**src/rtl/mem_port_arbiter.sv**
```systemverilog
// Arbiter sharing one fixed-latency SRAM port between instruction fetch and data accesses.
// Define ARB_RR_EN for round-robin arbitration; the default is data priority with inst anti-starvation.
module mem_port_arbiter #(
  parameter int RAM_LAT  = 1,
  parameter int MAX_WAIT = 4
) (
  input  logic        clk,
  input  logic        resetn,
  input  logic        inst_req,
  input  logic [31:0] inst_addr,
  output logic        inst_addr_ok,
  output logic        inst_data_ok,
  output logic [31:0] inst_rdata,
  input  logic        data_req,
  input  logic [3:0]  data_we,
  input  logic [31:0] data_addr,
  input  logic [31:0] data_wdata,
  output logic        data_addr_ok,
  output logic        data_data_ok,
  output logic [31:0] data_rdata,
  output logic        ram_en,
  output logic [3:0]  ram_we,
  output logic [31:0] ram_addr,
  output logic [31:0] ram_wdata,
  input  logic [31:0] ram_rdata,
  output logic [1:0]  arb_grant
);

  typedef enum logic {OWN_INST = 1'b0, OWN_DATA = 1'b1} owner_e;

  logic inst_win;
  logic grant_i;
  logic grant_d;

`ifdef ARB_RR_EN
  // High when the most recent grant went to the data side; a tie goes to the other side.
  logic last_data;

  always_comb inst_win = inst_req && (!data_req || last_data);

  // NOTE: sequential state uses non-blocking assignments so every flop samples pre-edge values.
  always_ff @(posedge clk or negedge resetn) begin
    if (!resetn) begin
      last_data <= 1'b0;
    end else if (grant_i || grant_d) begin
      last_data <= grant_d;
    end
  end
`else
  logic [3:0] starve_cnt;
  localparam logic [3:0] MaxWait = 4'(MAX_WAIT);

  always_comb inst_win = inst_req && (!data_req || starve_cnt == MaxWait);

  // NOTE: sequential state uses non-blocking assignments so every flop samples pre-edge values.
  always_ff @(posedge clk or negedge resetn) begin
    if (!resetn) begin
      starve_cnt <= '0;
    end else if (!inst_req || grant_i) begin
      starve_cnt <= '0;
    end else if (starve_cnt != MaxWait) begin
      starve_cnt <= starve_cnt + 4'd1;
    end
  end
`endif

  // Grants are gated by resetn so nothing reaches the RAM while reset is held.
  assign grant_i = resetn && inst_win;
  assign grant_d = resetn && data_req && !inst_win;

  assign inst_addr_ok = grant_i;
  assign data_addr_ok = grant_d;
  assign arb_grant    = {grant_d, grant_i};
  assign ram_en       = grant_i || grant_d;
  assign ram_we       = grant_d ? data_we : 4'h0;
  assign ram_wdata    = grant_d ? data_wdata : 32'h0;

  // NOTE: always_comb assigns a default first so no path leaves ram_addr holding a value (no latch).
  always_comb begin
    ram_addr = 32'h0;
    if (grant_d) begin
      ram_addr = data_addr;
    end else if (grant_i) begin
      ram_addr = inst_addr;
    end
  end

  logic [RAM_LAT-1:0] pipe_valid;
  owner_e             pipe_owner [RAM_LAT];

  always_ff @(posedge clk or negedge resetn) begin
    if (!resetn) begin
      pipe_valid <= '0;
    end else begin
      pipe_valid[0] <= ram_en;
      for (int i = 1; i < RAM_LAT; i++) begin
        pipe_valid[i] <= pipe_valid[i-1];
      end
    end
  end

  // NOTE: owner tags are qualified by pipe_valid, so they need no reset and stay a plain shift register.
  always_ff @(posedge clk) begin
    pipe_owner[0] <= grant_d ? OWN_DATA : OWN_INST;
    for (int i = 1; i < RAM_LAT; i++) begin
      pipe_owner[i] <= pipe_owner[i-1];
    end
  end

  assign inst_data_ok = pipe_valid[RAM_LAT-1] && (pipe_owner[RAM_LAT-1] == OWN_INST);
  assign data_data_ok = pipe_valid[RAM_LAT-1] && (pipe_owner[RAM_LAT-1] == OWN_DATA);
  assign inst_rdata   = inst_data_ok ? ram_rdata : 32'h0;
  assign data_rdata   = data_data_ok ? ram_rdata : 32'h0;

endmodule

```
**config.mk**
```make
export PLATFORM = sky130hd
export DESIGN_NAME = mem_port_arbiter
export DESIGN_NICKNAME = d
export VERILOG_FILES = /design/src/rtl/mem_port_arbiter.sv
export SDC_FILE = /design/constraint.sdc
export NUM_CORES = 1
export LEC_CHECK = 0
export ABC_AREA = 1
export CORE_AREA = 2 2 106 108
export DETAILED_ROUTE_END_ITERATION = 10
export DIE_AREA = 0 0 108 110
export GPL_ROUTABILITY_DRIVEN = 0
export SLEW_MARGIN = 0
export SYNTH_ARGS = -nofsm -noshare
export SYNTH_HDL_FRONTEND = slang
export SYNTH_SLANG_ARGS = --single-unit
export TNS_END_PERCENT = 30
```
**constraint.sdc**
```tcl
create_clock -name clk -period 3.9 [get_ports clk]
set_clock_uncertainty 0.15 [all_clocks]
set_input_delay 0.39 -clock clk [delete_from_list [all_inputs] [get_ports clk]]
set_output_delay 0.39 -clock clk [all_outputs]
set_load 0.005 [all_outputs]
```
# Word-level counts from Yosys, hierarchy flattened
# Memories as Yosys holds them, arrays and structs flattened.
# Index checks and enable logic that the tools add are counted.
# op_classes
reduce_logical	13
n_eq_ne	2
bitwise_logic	1
addsub	1
muxes	9
# ops
cell	count
$mux W32	5
$mux W4	3
$logic_and A1 B1 Y1	6
$add A4 B1 Y4 const B	1
$eq A4 B3 Y1 const B	1
$ne A4 B3 Y1 const B	1
$logic_not A1 Y1	3
$logic_or A1 B1 Y1	3
$reduce_bool A2 Y1	1
$mux W1	1
$not A1 Y1	1
# totals
memories	1
output_inout_bits	139
inputBits	136
ff_bits	5
ram_bits	1
elab_cells	29
# mem_list
name	words	width	rd	rd_ports_with_merged_regs	write_ports	line	rtl
pipe_owner	1	1	1	0	1	89	owner_e pipe_owner [RAM_LAT];

# Logic depth before layout (Yosys ltp)
# Gate-level depths: netlist of run 1.
# logic_depth
word_depth	6
ltp_mapped	10
ltp_nobuf	7

# Least setup slack after synthesis of run 1
# No wires, ideal clock.
# synth_timing
kind	reg-to-output
start	register starve_cnt[0]
end	output port arb_grant[1]
n_path_buf	3
t_required_ns	3.360
path_stages_with_launch	11
path_slack_ns	1.930
arrival_time_ns	1.430
cell_sequence	dfrtp_1 -> inv_1 -> ha_1 -> nand3_4 -> nand2_4 -> nand2_4 -> nand2_2 -> buf_6 -> buf_6 -> inv_1 -> buf_4
# synth_via
elab_chain_len	5
# synth_lines
element	line	rtl
from (decl)	50	logic [3:0] starve_cnt;
from (signal assigned)	62	starve_cnt <= starve_cnt + 4'd1;
$eq A4 B3 Y1	53	always_comb inst_win = inst_req && (!data_req || starve_cnt == MaxWait);
$logic_or A1 B1 Y1	53	
$logic_and A1 B1 Y1	53	
$logic_not A1 Y1	69	assign grant_d = resetn && data_req && !inst_win;
$logic_and A1 B1 Y1	69	
to (decl)	26	output logic [1:0] arb_grant
# No other way between the ends.

# Final worst setup path of run 1
# layout_timing
start	register starve_cnt[0]
end	output port ram_wdata[19]
# layout_via
elab_chain_len	6
# layout_lines
element	line	rtl
$eq A4 B3 Y1	53	
$logic_or A1 B1 Y1	53	
$logic_and A1 B1 Y1	53	
$logic_not A1 Y1	69	
$logic_and A1 B1 Y1	69	
$mux W32	76	assign ram_wdata = grant_d ? data_wdata : 32'h0;
to (decl)	24	output logic [31:0] ram_wdata,
# No other way between the ends.

==> impl_metrics.json, run 1 <==
{
  "holdWs_ns": 0.435,
  "cts_resized": 0,
  "synth.avg_cell_area_um2": 4.81,
  "crit_fanout": 38,
  "grt_pass1_wl_mm": 13.5,
  "instances_no_fill": 726,
  "synth-seq-cells": 6,
  "period_share_pct": 91.0,
  "period_minus_slack_ns": 3.55,
  "ys_seq_area_share_pct": 9.03,
  "drt-vias-per-instance": 4.13,
  "rows": 38,
  "final_common_cell": "clkdlybuf4s50_1",
  "intPower_uw": 401,
  "antenna_found_initial": 1,
  "cts.clk_slew.worst_paths_ns": 0.04,
  "required_ns": 3.36,
  "post_cts_buffers": 0,
  "drtPass1Iterations": 4,
  "syn_nets": 472,
  "num_io_pins": 275,
  "hpwlAfterDp_mm": 8.40,
  "drive_gt1_share_pct": 1.88,
  "routedWlPerCell_um": 13.7,
  "synth.top_cell.area_share_pct": 24.5,
  "critPathCapture": "ram_wdata[19]",
  "synthCells": 334,
  "busiest_layer": "met2",
  "r2r_setup_slack_ns": 1.30,
  "grt_max_degree": 39,
  "clockBufferDepth": 2,
  "total_power_uw": 598,
  "mostFrequentLayoutCells": "274 x clkdlybuf4s50_1, 105 x nor2_1, 77 x inv_1",
  "finalHoldViolCount": 0,
  "crit_arrival_ns": 3.01,
  "p_leak_nw": 2.09,
  "fmax_mhz": 282,
  "tns_ns": 0,
  "ys_top_cells_by_area": "nor2_1 25%, inv_1 18%, nand4_1 13%, nand3_1 11%, nand2_1 8.9%",
  "drtIter0Drc": 118,
  "syn_area_um2": 1610,
  "switching_share_pct": 33.0,
  "r2r-start": "starve_cnt[0]$_DFFE_PN0P_",
  "reg2reg_depth": 7,
  "p_seq_share_pct": 12.7,
  "run_status": "completed",
  "yosysUniqueCellTypes": 20,
  "holdBufCountCts": 0,
  "cts_root_buf": "clkbuf_8",
  "grt_usage_pct": 14.4,
  "power_density_nw_per_um2": 135,
  "vias": 2998,
  "drt-total-wl_mm": 9.97,
  "die_x_um": 108,
  "cts-htree-levels": 1,
  "pwr-share-clk_pct": 17.0,
  "drc": 0,
  "place_inst": 722,
  "max_cap_violations": 0,
  "gr-total-overflow": 0,
  "p_comb_share_pct": 70.4,
  "die_area_um2": 11900,
  "vdd_drop_max_v": 0.0000766,
  "dieHeight_um": 110,
  "p_sw_uw": 197,
  "relSlewSlack_pct": 29.3,
  "cp-end-kind": "output port",
  "gr-usage-met3_pct": 4.35,
  "yosysWarnings": 0,
  "crit_start": "starve_cnt[0]$_DFFE_PN0P_",
  "min-delay-path-class": "flip-flop to flip-flop",
  "coreArea_um2": 10700,
  "setup_viol": 0,
  "postLayoutCoreUtil_pct": 41.5,
  "tritoncts": "built",
  "worstSetupPathType": "flip-flop to output port",
  "cts.sinks": 6,
  "final_antenna_net_count": 0,
  "worst_pin_slew_ns": 1.06,
  "r2r-end": "pipe_owner[0]$_DFF_P_",
  "grt_util_met2_pct": 29.2,
  "crit_path_start_kind": "flip-flop",
  "start_util_pct": 15.0,
  "areaGrowthSynthToFinish_pct": 176,
  "yosysTopAreaCell": "nor2_1",
  "io_buffers": 274,
  "worstSkewPairLatency_ns": 0.23,
  "numCtsBuffers": 3,
  "nFillCells": 1132,
  "rsz0062_at_grt": "false",
  "grt_pass1_vias": 2818,
  "final-max-slew-violation-count": 0,
  "final_nets": 725,
  "diodes": 0,
  "met1_usage_pct": 14.2
}
-- worst min path at each step --
stage | start | endpoint | depth (start not counted)
CTS | starve_cnt[3]$_DFFE_PN0P_ | starve_cnt[3]$_DFFE_PN0P_ | 3
global route | resetn | starve_cnt[0]$_DFFE_PN0P_ | 2
global placement | starve_cnt[3]$_DFFE_PN0P_ | starve_cnt[3]$_DFFE_PN0P_ | 3
floorplan | resetn | pipe_valid$_DFF_PN0_ | 0
detailed placement | starve_cnt[3]$_DFFE_PN0P_ | starve_cnt[3]$_DFFE_PN0P_ | 3
finish | starve_cnt[3]$_DFFE_PN0P_ | starve_cnt[3]$_DFFE_PN0P_ | 3
-- power groups by stage --
| stage | Sequential, mW | Clock [mW] | Combinational [mW] |
|---|---|---|---|
| 2_1_floorplan | 0.0746 | 0 | 0.139 |
| 3_3_place_gp | 0.0755 | 0 | 0.420 |
| 3_5_place_dp | 0.0762 | 0 | 0.422 |
| 4_1_cts | 0.0757 | 0.106 | 0.426 |
| 5_1_grt | 0.0767 | 0.110 | 0.454 |
| 6_report | 0.0757 | 0.102 | 0.421 |
-- synthesized netlist by cell type --
master / number
clkbuf_1: 15
xnor2_1: 1
inv_2: 1
buf_4: 2
nand3_4: 1
and2_1: 1
buf_6: 3
nand2_1: 38
ha_1: 2
buf_2: 9
nor2_1: 105
dfxtp_1: 1
nand4_1: 33
xor2_1: 1
o21ai_0: 1
inv_1: 77
dfrtp_1: 5
nand2_4: 2
nand3_1: 35
nand2_2: 1
-- critical path: stages (launching register included) --
cell and delay, ns:
dfrtp_1 0.39, inv_1 0.09, ha_1 0.23, nand3_4 0.13, nand2_4 0.22, nand2_4 0.37
nand2_2 0.49, nor2_1 0.26, clkdlybuf4s50_1 0.55
-- cell type report --
class / count / area (um^2) / area share (%)
Inverter: 78 / 293 / 6.59
Multi-Input combinational cell: 221 / 1020 / 22.9
Tap cell: 140 / 175 / 3.94
Clock buffer: 4 / 45.0 / 1.01
Sequential cell: 6 / 145 / 3.27
Timing Repair Buffer: 277 / 2770 / 62.3
-- registers in the layout, indices dropped and copies added (netlist names) --
register	flops
pipe_owner	1
pipe_valid	1
starve_cnt	4
-- through the flow --
| step | setup WS (ns) | area (um^2) |
|---|---|---|
| 3_3_place_gp | 0.520 | 4400 |
| 3_5_place_dp | 0.488 | 4400 |
| 6_report | 0.351 | 4440 |
| 4_1_cts | 0.313 | 4440 |
| 5_1_grt | 0.131 | 4440 |
| 2_1_floorplan | 1.93 | 1610 |
-- routing by layer --
metal / part of all wire [%] / wire length (um)
met3: 11 / 1100
met5: 0.10 / 10
met2: 52 / 5230
met1: 35 / 3540
met4: 0.99 / 99
-- kinds of logic (layout without fill, tap and decap cells) --
group,after synthesis,after routing,synth area share (%)
AOI/OAI and AO/OA,1,1,0.311
xor gates and xnor gates,2,2,1.09
adders and majority gates,2,2,1.56
buffers and inverters,107,359,27.6
and+or+nand+nor,216,216,60.4
DFF,6,6,9.03
No activity file was read; power rests on OpenSTA's default activity.
==> run 2: changes to the inputs <==
--- a/config.mk
+++ b/config.mk
@@ -5,10 +5,11 @@
 export SDC_FILE = /design/constraint.sdc
 export NUM_CORES = 1
 export LEC_CHECK = 0
-export ABC_AREA = 1
-export CORE_AREA = 2 2 106 108
+export ABC_AREA = 0
+export CORE_AREA = 2 2 108 110
+export CTS_CLUSTER_DIAMETER = 30
 export DETAILED_ROUTE_END_ITERATION = 10
-export DIE_AREA = 0 0 108 110
+export DIE_AREA = 0 0 110 112
 export GPL_ROUTABILITY_DRIVEN = 0
 export SLEW_MARGIN = 0
 export SYNTH_ARGS = -nofsm -noshare
==> impl_metrics.json, run 2 <==
{
  "syn_nets": 322,
  "required_ns": 3.36,
  "crit_path_start_kind": "flip-flop",
  "crit_arrival_ns": 2.60,
  "drtPass1Iterations": 3,
  "synth_common_cells": "69 x and2_1, 32 x and3_1, 20 x a22o_2",
  "reg.largest.list": "starve_cnt (4), pipe_owner (1), pipe_valid (1)",
  "vias": 2379,
  "dieHeight_um": 112,
  "cts.sinks": 6,
  "die_x_um": 110,
  "relSlewSlack_pct": 60.1,
  "synthMostInstantiatedCell": "and2_1",
  "intPower_uw": 482,
  "power_density_nw_per_um2": 148,
  "numCtsBuffers": 3,
  "cts-htree-levels": 1,
  "period_minus_slack_ns": 3.14,
  "cp-end-kind": "output port",
  "grt_usage_pct": 11.9,
  "reg2reg_depth": 6,
  "io_buffers": 274,
  "setup_viol": 0,
  "post_cts_buffers": 0,
  "areaGrowthSynthToFinish_pct": 204,
  "crit_start": "starve_cnt[0]$_DFFE_PN0P_",
  "holdWs_ns": 0.272,
  "crit_fanout": 72,
  "ys_seq_area_share_pct": 10.2,
  "final-max-slew-violation-count": 0,
  "cts_resized": 0,
  "worstSetupPathType": "flip-flop to output port",
  "grt_pass1_wl_mm": 11.8,
  "total_power_uw": 639,
  "dpl_cell_area_um2": 4230,
  "final_area_um2": 4310,
  "tritoncts": "built",
  "routedWlPerCell_um": 13.7,
  "p_sw_uw": 157,
  "drc": 0,
  "synth-seq-cells": 6,
  "synthCells": 184,
  "diodes": 0,
  "drtIter0Drc": 87,
  "r2r-start": "starve_cnt[0]$_DFFE_PN0P_",
  "p_leak_nw": 1.75,
  "drive_gt1_share_pct": 7.17,
  "max_cap_violations": 0,
  "drt-vias-per-instance": 4.04,
  "p_seq_share_pct": 11.1,
  "ys_top_cells_by_area": "and2_1 30%, a22o_2 14%, and3_1 14%, dfrtp_1 8.8%, a22o_1 7.4%",
  "synth.top_cell.area_share_pct": 30.5,
  "cts_root_buf": "clkbuf_16",
  "grt_max_degree": 73,
  "period_share_pct": 80.6,
  "run_status": "completed",
  "vdd_drop_max_v": 0.000114,
  "synth.avg_cell_area_um2": 7.70,
  "r2r-end": "pipe_valid$_DFF_PN0_",
  "num_io_pins": 275,
  "pwr-share-clk_pct": 26.8,
  "r2r_setup_slack_ns": 1.89,
  "gr-total-overflow": 0,
  "mostFrequentLayoutCells": "274 x clkdlybuf4s50_1, 69 x and2_1, 32 x and3_1",
  "cts.clk_slew.worst_paths_ns": 0.04,
  "yosysUniqueCellTypes": 26,
  "synth-edff-count": 0,
  "drt-total-wl_mm": 8.06,
  "coreArea_um2": 11200,
  "largest_register_ffs": 4,
  "rows": 39,
  "rsz0062_at_grt": "false",
  "final_common_cell": "clkdlybuf4s50_1",
  "ys.flop_type": "dfrtp_1",
  "finalHoldViolCount": 0,
  "fmax_mhz": 318,
  "p_comb_share_pct": 62.1,
  "worst_pin_slew_ns": 0.599,
  "top_register": "starve_cnt",
  "yosysTopAreaCell": "and2_1",
  "critPathCapture": "ram_addr[12]",
  "final_nets": 585,
  "async_flop_share_pct": 83.3,
  "worstSkewPairLatency_ns": 0.23,
  "antenna_found_initial": 0,
  "final_antenna_net_count": 0,
  "start_util_pct": 12.7,
  "switching_share_pct": 24.6,
  "yosysWarnings": 0,
  "hpwlAfterDp_mm": 6.89,
  "syn_area_um2": 1420,
  "holdBufCountCts": 0,
  "tns_ns": 0,
  "clockBufferDepth": 2,
  "grt_pass1_vias": 2425,
  "die_area_um2": 12300,
  "min-delay-path-class": "input port to asynchronous set/reset pin",
  "nFillCells": 1154
}
[run 2: logic make-up (layout without fill, tap and decap cells)]
family          count (synthesis)  in the layout  synth area share, %
fa+ha+maj                       2              2                 1.76
compound gates                 36             36                 24.4
mux                             2              2                 1.41
simple gates                  112            112                 50.0
xor+xnor                        2              2                 1.24
buf+inv                        24            286                 11.0
flops                           6              6                 10.2
[run 2: worst min-delay path by stage]
stage / depth (start not counted) / endpoint
3_5_place_dp: 2 / starve_cnt[3]$_DFFE_PN0P_
6_report: 1 / pipe_valid$_DFF_PN0_
2_1_floorplan: 0 / pipe_valid$_DFF_PN0_
5_1_grt: 1 / pipe_valid$_DFF_PN0_
4_1_cts: 1 / pipe_valid$_DFF_PN0_
3_3_place_gp: 1 / pipe_valid$_DFF_PN0_
[run 2: power groups by stage]
stage                     sequential, mW  clock (mW)  combinational [mW]
after floorplan                   0.0715           0               0.117
after global placement            0.0712           0               0.399
after detailed placement          0.0713           0               0.401
after CTS                         0.0706       0.174               0.403
after global routing              0.0711       0.177               0.430
final                             0.0707       0.171               0.397
[run 2: area by class of cell]
| cell class | instances | area [um^2] | area share [%] |
|---|---|---|---|
| Timing Repair Buffer | 279 | 2780 | 64.5 |
| Multi-Input combinational cell | 154 | 1120 | 25.9 |
| Tap cell | 143 | 179 | 4.15 |
| Sequential cell | 6 | 145 | 3.37 |
| Clock buffer | 4 | 78.8 | 1.83 |
| Inverter | 3 | 11.3 | 0.261 |
[run 2: critical path: stages (launching register included)]
cell             delay, ns
dfrtp_1               0.39
inv_1                 0.09
ha_1                  0.26
and3b_4               0.23
a21oi_4               0.13
buf_4                 0.49
a22o_2                0.25
clkdlybuf4s50_1       0.50
[run 2: layer usage]
metal	vias to the layer above	global-route usage, %	part of all wire (%)	wire (um)
met5	-	0	0	0
met4	0	1.27	0.65	52
met3	6	5.15	15	1180
met2	169	24.1	53	4270
met1	1040	11.0	32	2560
li1	1164	-	-	-
[run 2: per-stage QoR]
| stage | std cells | setup WS, ns | utilization (%) |
|---|---|---|---|
| 2_1_floorplan | 184 | 1.91 | - |
| 3_3_place_gp | 585 | 0.762 | 37.9 |
| 3_5_place_dp | 585 | 0.723 | 37.9 |
| 4_1_cts | 589 | 0.727 | 38.6 |
| 5_1_grt | 589 | 0.562 | 38.6 |
| 6_report | 589 | 0.755 | 38.6 |
